===== src/rtl/alu_multicycle.sv =====
// WIDTH-generic ALU: single-cycle arithmetic/logic/shift ops plus an iterative
// shift-add unsigned multiplier, returned through a start/busy/done handshake.
module alu_multicycle #(
  parameter int WIDTH = 16
) (
  input  logic             clk,
  input  logic             rst,
  input  logic             start,
  input  logic [WIDTH-1:0] input1,
  input  logic [WIDTH-1:0] input2,
  input  logic [2:0]       ALUctrl,
  output logic             busy,
  output logic             done,
  output logic [WIDTH-1:0] answer,
  output logic             zerosignal,
  output logic             overflow
);

  localparam int SHW = $clog2(WIDTH);
  localparam logic [SHW-1:0] LAST_CNT = SHW'(WIDTH - 1);
  localparam logic [2:0] OP_ADD = 3'b000, OP_SUB = 3'b001, OP_AND = 3'b010, OP_OR = 3'b011,
                         OP_SLT = 3'b100, OP_SLL = 3'b101, OP_SRL = 3'b110, OP_MUL = 3'b111;

  typedef enum logic {S_IDLE = 1'b0, S_MUL = 1'b1} state_t;

  state_t             r_state;
  state_t             w_state_next;
  logic [SHW-1:0]     r_cnt;
  logic [2*WIDTH-1:0] r_a;
  logic [WIDTH-1:0]   r_b;
  logic [2*WIDTH-1:0] r_acc;
  logic [2*WIDTH-1:0] w_acc_next;
  logic [WIDTH-1:0]   r_answer;
  logic               r_zero;
  logic               r_ovf;
  logic               r_done;
  logic [WIDTH-1:0]   w_sum;
  logic [WIDTH-1:0]   w_diff;
  logic [SHW-1:0]     w_shamt;
  logic               w_slt;
  logic [WIDTH-1:0]   w_alu_res;
  logic               w_alu_ovf;
  logic               w_mul_last;

  assign w_sum      = input1 + input2;
  assign w_diff     = input1 - input2;
  assign w_shamt    = input2[SHW-1:0];
  assign w_slt      = $signed(input1) < $signed(input2);
  assign w_acc_next = r_acc + (r_b[0] ? r_a : {(2*WIDTH){1'b0}});
  assign w_mul_last = (r_cnt == LAST_CNT);

  // Single-cycle result and signed-overflow flag for the non-multiply ops
  always_comb begin
    w_alu_res = {WIDTH{1'b0}};
    w_alu_ovf = 1'b0;
    case (ALUctrl)
      OP_ADD: begin
        w_alu_res = w_sum;
        w_alu_ovf = (input1[WIDTH-1] == input2[WIDTH-1]) && (w_sum[WIDTH-1] != input1[WIDTH-1]);
      end
      OP_SUB: begin
        w_alu_res = w_diff;
        w_alu_ovf = (input1[WIDTH-1] != input2[WIDTH-1]) && (w_diff[WIDTH-1] != input1[WIDTH-1]);
      end
      OP_AND:  w_alu_res = input1 & input2;
      OP_OR:   w_alu_res = input1 | input2;
      OP_SLT:  w_alu_res = {{(WIDTH-1){1'b0}}, w_slt};
      OP_SLL:  w_alu_res = input1 << w_shamt;
      OP_SRL:  w_alu_res = input1 >> w_shamt;
      default: w_alu_res = {WIDTH{1'b0}};
    endcase
  end

  // State register
  always_ff @(posedge clk) begin
    if (rst) r_state <= S_IDLE;
    else     r_state <= w_state_next;
  end

  // Next-state logic
  always_comb begin
    w_state_next = r_state;
    case (r_state)
      S_IDLE: begin
        if (start && (ALUctrl == OP_MUL)) w_state_next = S_MUL;
        else                              w_state_next = S_IDLE;
      end
      S_MUL: begin
        if (w_mul_last) w_state_next = S_IDLE;
        else            w_state_next = S_MUL;
      end
      default: w_state_next = S_IDLE;
    endcase
  end

  // Output decode
  always_comb begin
    busy       = (r_state == S_MUL);
    done       = r_done;
    answer     = r_answer;
    zerosignal = r_zero;
    overflow   = r_ovf;
  end

  // Datapath: result registers and multiplier iteration (multiplier bits LSB first)
  always_ff @(posedge clk) begin
    if (rst) begin
      r_cnt    <= {SHW{1'b0}};
      r_a      <= {(2*WIDTH){1'b0}};
      r_b      <= {WIDTH{1'b0}};
      r_acc    <= {(2*WIDTH){1'b0}};
      r_answer <= {WIDTH{1'b0}};
      r_zero   <= 1'b0;
      r_ovf    <= 1'b0;
      r_done   <= 1'b0;
    end else begin
      r_done <= 1'b0;
      case (r_state)
        S_IDLE: begin
          if (start && (ALUctrl == OP_MUL)) begin
            r_a   <= {{WIDTH{1'b0}}, input1};
            r_b   <= input2;
            r_acc <= {(2*WIDTH){1'b0}};
            r_cnt <= {SHW{1'b0}};
          end else if (start) begin
            r_answer <= w_alu_res;
            r_zero   <= (w_alu_res == {WIDTH{1'b0}});
            r_ovf    <= w_alu_ovf;
            r_done   <= 1'b1;
          end
        end
        S_MUL: begin
          r_acc <= w_acc_next;
          r_a   <= r_a << 1;
          r_b   <= r_b >> 1;
          r_cnt <= r_cnt + SHW'(1);
          if (w_mul_last) begin
            r_answer <= w_acc_next[WIDTH-1:0];
            r_zero   <= (w_acc_next[WIDTH-1:0] == {WIDTH{1'b0}});
            r_ovf    <= (w_acc_next[2*WIDTH-1:WIDTH] != {WIDTH{1'b0}});
            r_done   <= 1'b1;
          end
        end
        default: r_done <= 1'b0;
      endcase
    end
  end

endmodule

===== config.mk =====
export PLATFORM = sky130hd
export DESIGN_NAME = alu_multicycle
export DESIGN_NICKNAME = d
export VERILOG_FILES = /design/src/rtl/alu_multicycle.sv
export SDC_FILE = /design/constraint.sdc
export NUM_CORES = 1
export LEC_CHECK = 0
export ABC_AREA = 0
export BUFFER_PORTS_ARGS = -buffer_cell sky130_fd_sc_hd__buf_2
export CORE_AREA = 2 2 102 178
export CTS_CLUSTER_DIAMETER = 60
export CTS_CLUSTER_SIZE = 24
export DETAILED_ROUTE_END_ITERATION = 10
export DIE_AREA = 0 0 104 180
export PLACE_DENSITY_LB_ADDON = 0.08
export SYNTH_ARGS = -nofsm -noshare
export SYNTH_HDL_FRONTEND = slang
export SYNTH_SLANG_ARGS = --single-unit

===== constraint.sdc =====
create_clock -name clk -period 3.5 [get_ports clk]
set_clock_uncertainty 0.15 [all_clocks]
set_input_delay 0.7 -clock clk [delete_from_list [all_inputs] [get_ports clk]]
set_output_delay 0.7 -clock clk [all_outputs]
set_load 0.02 [all_outputs]

* Word-level counts from Yosys, hierarchy flattened
Index checks and enable logic that the tools add are counted.
Word-level totals: register bits 104, bits of input ports 38, output and inout port bits 20, word-level logic and storage cells 73
Cells by class: add/sub/neg operators 4, $lt $le $gt $ge 1, equality and inequality tests 16, shift-type cells 2, multiplexer cells 30, bitwise logic cells 3, reduce and logical (&&, ||, !) cells 8
Operators with widths (count):
- $pmux 32 s2 | 2
- $pmux 16 s7 | 1
- $mux 32 | 3
- $mux 16 | 4
- $pmux 16 s2 | 2
- $add 32x32->32 | 1
- $logic_not 16->1 | 2
- $add 16x16->16 | 1
- $and 16x16->16 | 1
- $lt 16x16->1 | 1
- $or 16x16->16 | 1
- $reduce_bool 16->1 | 1
- $shl 16x4->16 | 1
- $shr 16x4->16 | 1
- $sub 16x16->16 | 1
- $eq 3x3->1 const B | 4
- $mux 1 | 11
- $pmux 1 s2 | 5
- $pmux 4 s2 | 1
- $eq 3x2->1 const B | 2
- $ne 2x2->1 const B | 3
- $add 4x1->4 const B | 1
- $eq 4x4->1 const B | 1
- $mux 4 | 1
- other kinds (8) | 12

* Depth between registers and ports, before layout
word-level depth 7, depth in mapped cells 15, mapped depth without buffers 13

* Worst setup path after synthesis
OpenSTA, ideal clock, no wires.
path kind input port to flip-flop, start point in input2[2], end point reg r_zero (netlist: zerosignal), setup time 0.084 ns, arrival time 3.445 ns, data required time 3.266 ns, setup slack -0.179 ns, cell stages on the path 13, buffers on the path 1, cells stage by stage inv_1 > clkbuf_1 > ha_1 > a21o_1 > a41oi_2 > a21oi_1 > a211o_1 > xor2_1 > a2111oi_1 > and4_1 > and4_1 > nand4_1 > o31ai_2
Between the ends: longest elaborated chain between the ends 6, elaborated cells on any way between the ends 12, those cells by class 2 x add/sub; 1 x order compare; 2 x shift; 4 x mux; 2 x bitwise; 1 x reduce/logical
RTL lines:
- from (decl) | RTL line 10 | input logic [WIDTH-1:0] input2,
- $sub 16x16->16, or another cell as far along | RTL line 46 | assign w_diff = input1 - input2;
- $pmux 16 s7 (*) | RTL line 56 | case (ALUctrl)
- $logic_not 16->1 (*) | RTL line 127 | r_zero <= (w_alu_res == {WIDTH{1'b0}});
- $mux 1 (*) | RTL line 125 | end else if (start) begin
- $mux 1 (*) | RTL line 120 | if (start && (ALUctrl == OP_MUL)) begin
- $pmux 1 s2 (*) | RTL line 118 | case (r_state)
- to (signal assigned) | RTL line 127
- to (signal assigned) | RTL line 139 | r_zero <= (w_acc_next[WIDTH-1:0] == {WIDTH{1'b0}});
- to (decl) | RTL line 34 | logic r_zero;
Mark *: on every way between the ends. The rest lies on a longest branch, timed or not. The select of a mux whose other input is x is not followed. A chain may end at the register's enable or synchronous reset.

* Worst setup path in the final report
start point reg r_b[0], end point reg r_zero (netlist: zerosignal)
Between the ends: longest elaborated chain between the ends 5
RTL lines:
- from (decl) | RTL line 30 | logic [WIDTH-1:0] r_b;
- from (signal assigned) | RTL line 110 | r_b <= {WIDTH{1'b0}};
- from (signal assigned) | RTL line 122 | r_b <= input2;
- from (signal assigned) | RTL line 135 | r_b <= r_b >> 1;
- $mux 32 | RTL line 49 | assign w_acc_next = r_acc + (r_b[0] ? r_a : {(2*WIDTH){1'b0}});
- $add 32x32->32 | RTL line 49
- $logic_not 16->1 | RTL line 139
- $mux 1 | RTL line 137 | if (w_mul_last) begin
- $pmux 1 s2 | RTL line 118
Every way passes these cells. The select of a mux whose other input is x is not followed.

==> results <==
- The effective utilization at floorplan is 55.9%.
- The count of cell types in the netlist is 84.
- The global-route wire length before repair is 59.4 mm.
- The number of vias after detailed routing is 11.1k.
- The top-area cell type share of the netlist area is 21.5%.
- The floorplan step defined a die boundary enclosing 18700 um2.
- The number of clock buffers inserted by TritonCTS is 9.
- Setup repair after global routing could not meet its margin everywhere.
- The remaining design rule violation count is 0.
- Across the run, the number of max-cap violations was 0.
- The first-iteration detailed-routing DRC count is 851.
- The final max-slew violation count came to 0.
- Port buffering added 57 buffers.
- After routing the design area is 12400 um2.
- The floorplan step set the die height to 180 um.
- The largest total area in the synthesized netlist belongs to dfxtp_1.
- In this run the deepest clock path goes through 2 buffers.
- The worst setup path is of the reg2reg kind.
- The checks that failed: setup timing.
- Power spread over the standard cell area amounts to 270 nW/um2.
- The initial antenna violation count was 0.
- The iteration count of the initial detailed-routing pass is 9.
- From synthesis to final layout, the design area changed by 28.1%.
- The final number of hold-violating endpoints is 0.
- The end-of-flow core utilization is 71.6%.
- The pin count of the biggest net entering global routing is 76.
- The number of global-route vias before repair was 10.8k.
- The overflow left after global routing is 0.
- After synthesis, the largest family of logic cells by area is compound AO/OA/AOI/OAI gates.
- The post-synth net total is 1401.
- The final layout contains 1629 nets.
- between 50 and 60 I/O pins were placed.
- The number of cells produced by synthesis is approximately 1.3k.
- The worst path uses 101% of the clock period.
- The mean post-synth cell area is 7.62 um2.
- The slew of the pin with the lowest slew margin is 856 ps.
- The area share of fa/ha/maj cells after synthesis is around 12%.
- At the end of routability-driven placement, the weighted congestion stood at 1.07.
- The data arrival at the endpoint of the critical path is 3660 ps.
- Of the post-synthesis cell area, the part taken by muxes is 5.30%.
- The synthesized-area fraction occupied by and/or/nand/nor cells is 22.0%.
- Of the total synthesized cell area, the portion taken by XOR and XNOR cells is 3.98%.
- Ranked by total cell area, the synthesized netlist is headed by dfxtp_1 (22%), ha_1 (12%), nor2_1 (5.6%), a21oi_1 (4.8%), nand2_1 (3.9%).
- The minimum hold slack is 305 ps.
- The yosys synthesis warning count is 0.
- The endpoint class of the critical path is a flop.
- Timing would allow up to 283 MHz.
- The area of the core is approximately 17000 um2.
- The nature of the critical path startpoint is a flop.
- The count of antenna-violating nets left after detailed routing is 0.
- Subtracting the final worst setup slack from the clock period gives 3530 ps.
- Measured against its own limit, the worst slew margin works out to between 40% and 50%.
- The share of synthesized area occupied by flip-flops and latches is 21.5%.
- The master cell of the clock root buffer is clkbuf_16.
- The synthesized design contains 104 register bits.
- The total wire length after detailed routing is 39.4 mm.
- The number of clock sinks is 104.
- The cell area that synthesis handed to floorplanning was 9670 um2.
- 0 antenna diodes ended up in the layout.
- The clock transition time at the flip-flop clock pins of the worst setup and hold paths is roughly 70 ps.
- The die width is between 100 and 150 um.
- The H-tree was split into 3 levels.
- In this run, synthesis inferred 0 flip-flops with an integrated enable.
- The leading cell type by number of instances after synthesis is nor2_1.
- For the worst setup path, the data required time is 3630 ps.
- The path class of the tightest hold or removal check is reg2reg.
- The total cell area at the placement stage is around 12000 um2.
- The largest vdd supply drop is 0.398 mV.
- In the final timing run, aggregate negative setup slack is -46.5 ps.
- The fraction of registers with async set/reset is 0%.
- The clock latency on the worst-skew pair is 360 ps.
- TritonCTS built the clock tree.
- The share of cells above drive strength 1 is 27.4%.
- Setup violations remaining at the end of the flow were counted as 2.
- The commonest cells after synthesis are nor2_1 (145), dfxtp_1 (104), nand2_1 (101).
- Across every metal layer, demand over resource in global routing totals between 40 and 50%.
- Using the TritonRoute via totals, the vias-per-cell ratio works out to 6.38.
- The least setup slack across all paths after layout is -30.8 ps.
- Dividing the detail-routed wire length by the instance count gives 22.7 um.
- The number of standard-cell rows in the floorplan is 64.
- The predominant post-synthesis flop cell is dfxtp_1.
- The maximum fanout count along the critical path is 5.
- The leakage dissipation is 5.55 nW.
- Overall power consumption after layout is estimated at 3.35 mW.
- The share of the synthesized area in compound gates (AO/OA/AOI/OAI) is between 20% and 30%.
- The run finished, with violations left.
- After legalization and detailed placement, the total HPWL measured 30.6 mm.
## critical path, cell delays in order (launching register included)
cell      delay (ps)
dfxtp_4          370
and2_4           140
ha_4             160
fa_2             340
a211o_1          310
buf_4            160
o21ai_4           60
xnor2_2           90
nor2_1           140
nand4b_1         160
or4_4            580
or4b_4           510
nor3_4           130
a22oi_2           80
o31ai_2           70
## cell usage in the layout (no fill, tap or decap), types with 9 or more instances in the layout
master	instances
buf_4	249
nor2_1	143
dfxtp_1	102
nand2_1	101
a21oi_1	89
ha_1	87
inv_1	57
buf_2	56
o21ai_0	52
and2_1	36
nor3_1	36
a22oi_1	32
a211oi_1	26
nand3_1	24
xnor2_1	21
xor2_1	20
a21o_1	19
mux2i_1	19
o211ai_1	16
nor2b_1	15
a222oi_1	15
nand4_1	13
o22ai_1	12
o21bai_1	12
a31oi_1	12
or3_1	9
and3_1	9
clkbuf_16	9
## stage by stage
| step | std cells | setup slack, ps |
|---|---|---|
| after floorplan | 1270 | 18.0 |
| after global placement | 1709 | -556 |
| after detailed placement | 1709 | -442 |
| after CTS | 1727 | -5.04 |
| after global routing | 1734 | -123 |
| final | 1734 | -30.8 |
## path summary, 6_finish.rpt
kind	from	to	slack, ps	cells past startpoint
setup / recovery	r_b[0]	zerosignal	-30	14
hold / removal	answer[7]	answer[7]	300	2
setup reg to reg	r_b[0]	zerosignal	-30	14
hold reg to reg	answer[7]	answer[7]	300	2
## cells by family after synthesis
kind of cell	Yosys count
simple gates	441
compound gates	399
buf+inv	151
flops	104
fa+ha+maj	93
xor+xnor	44
mux	38
## metal layers
metal	global-route usage, %	wire length [um]	vias to the layer above
li1	-	-	5107
met5	0	0	-
met3	5.87	2060	218
met4	38.1	4670	0
met2	74.2	19800	526
met1	38.9	12900	5211
## area by class of cell
class / count / area, um2
fill: 1438 / 4910
clock buffer: 11 / 243
multi-input combinational: 1015 / 7290
clock inverter: 5 / 40.0
tap: 231 / 289
timing repair buffer: 309 / 2220
sequential: 104 / 2090
inverter: 59 / 221
## flip-flops by register name, indices dropped and copies added (netlist names)
name,count
answer,16
busy,1
done,1
overflow,1
r_a,32
r_acc,32
r_b,16
r_cnt,4
zerosignal,1
## report_power, final
group          internal (mW)  switching (mW)
clock network          0.508           0.468
registers               1.22          0.0225
logic                  0.475           0.661
## timing repair
action | CTS | global route
resized for setup | 19 | 44
setup buffers | 2 | 7
endpoints found under the setup margin | 7 | 13
hold buffers | 0 | 0
pin swaps | 10 | 33
No activity file was read; power rests on OpenSTA's default activity.
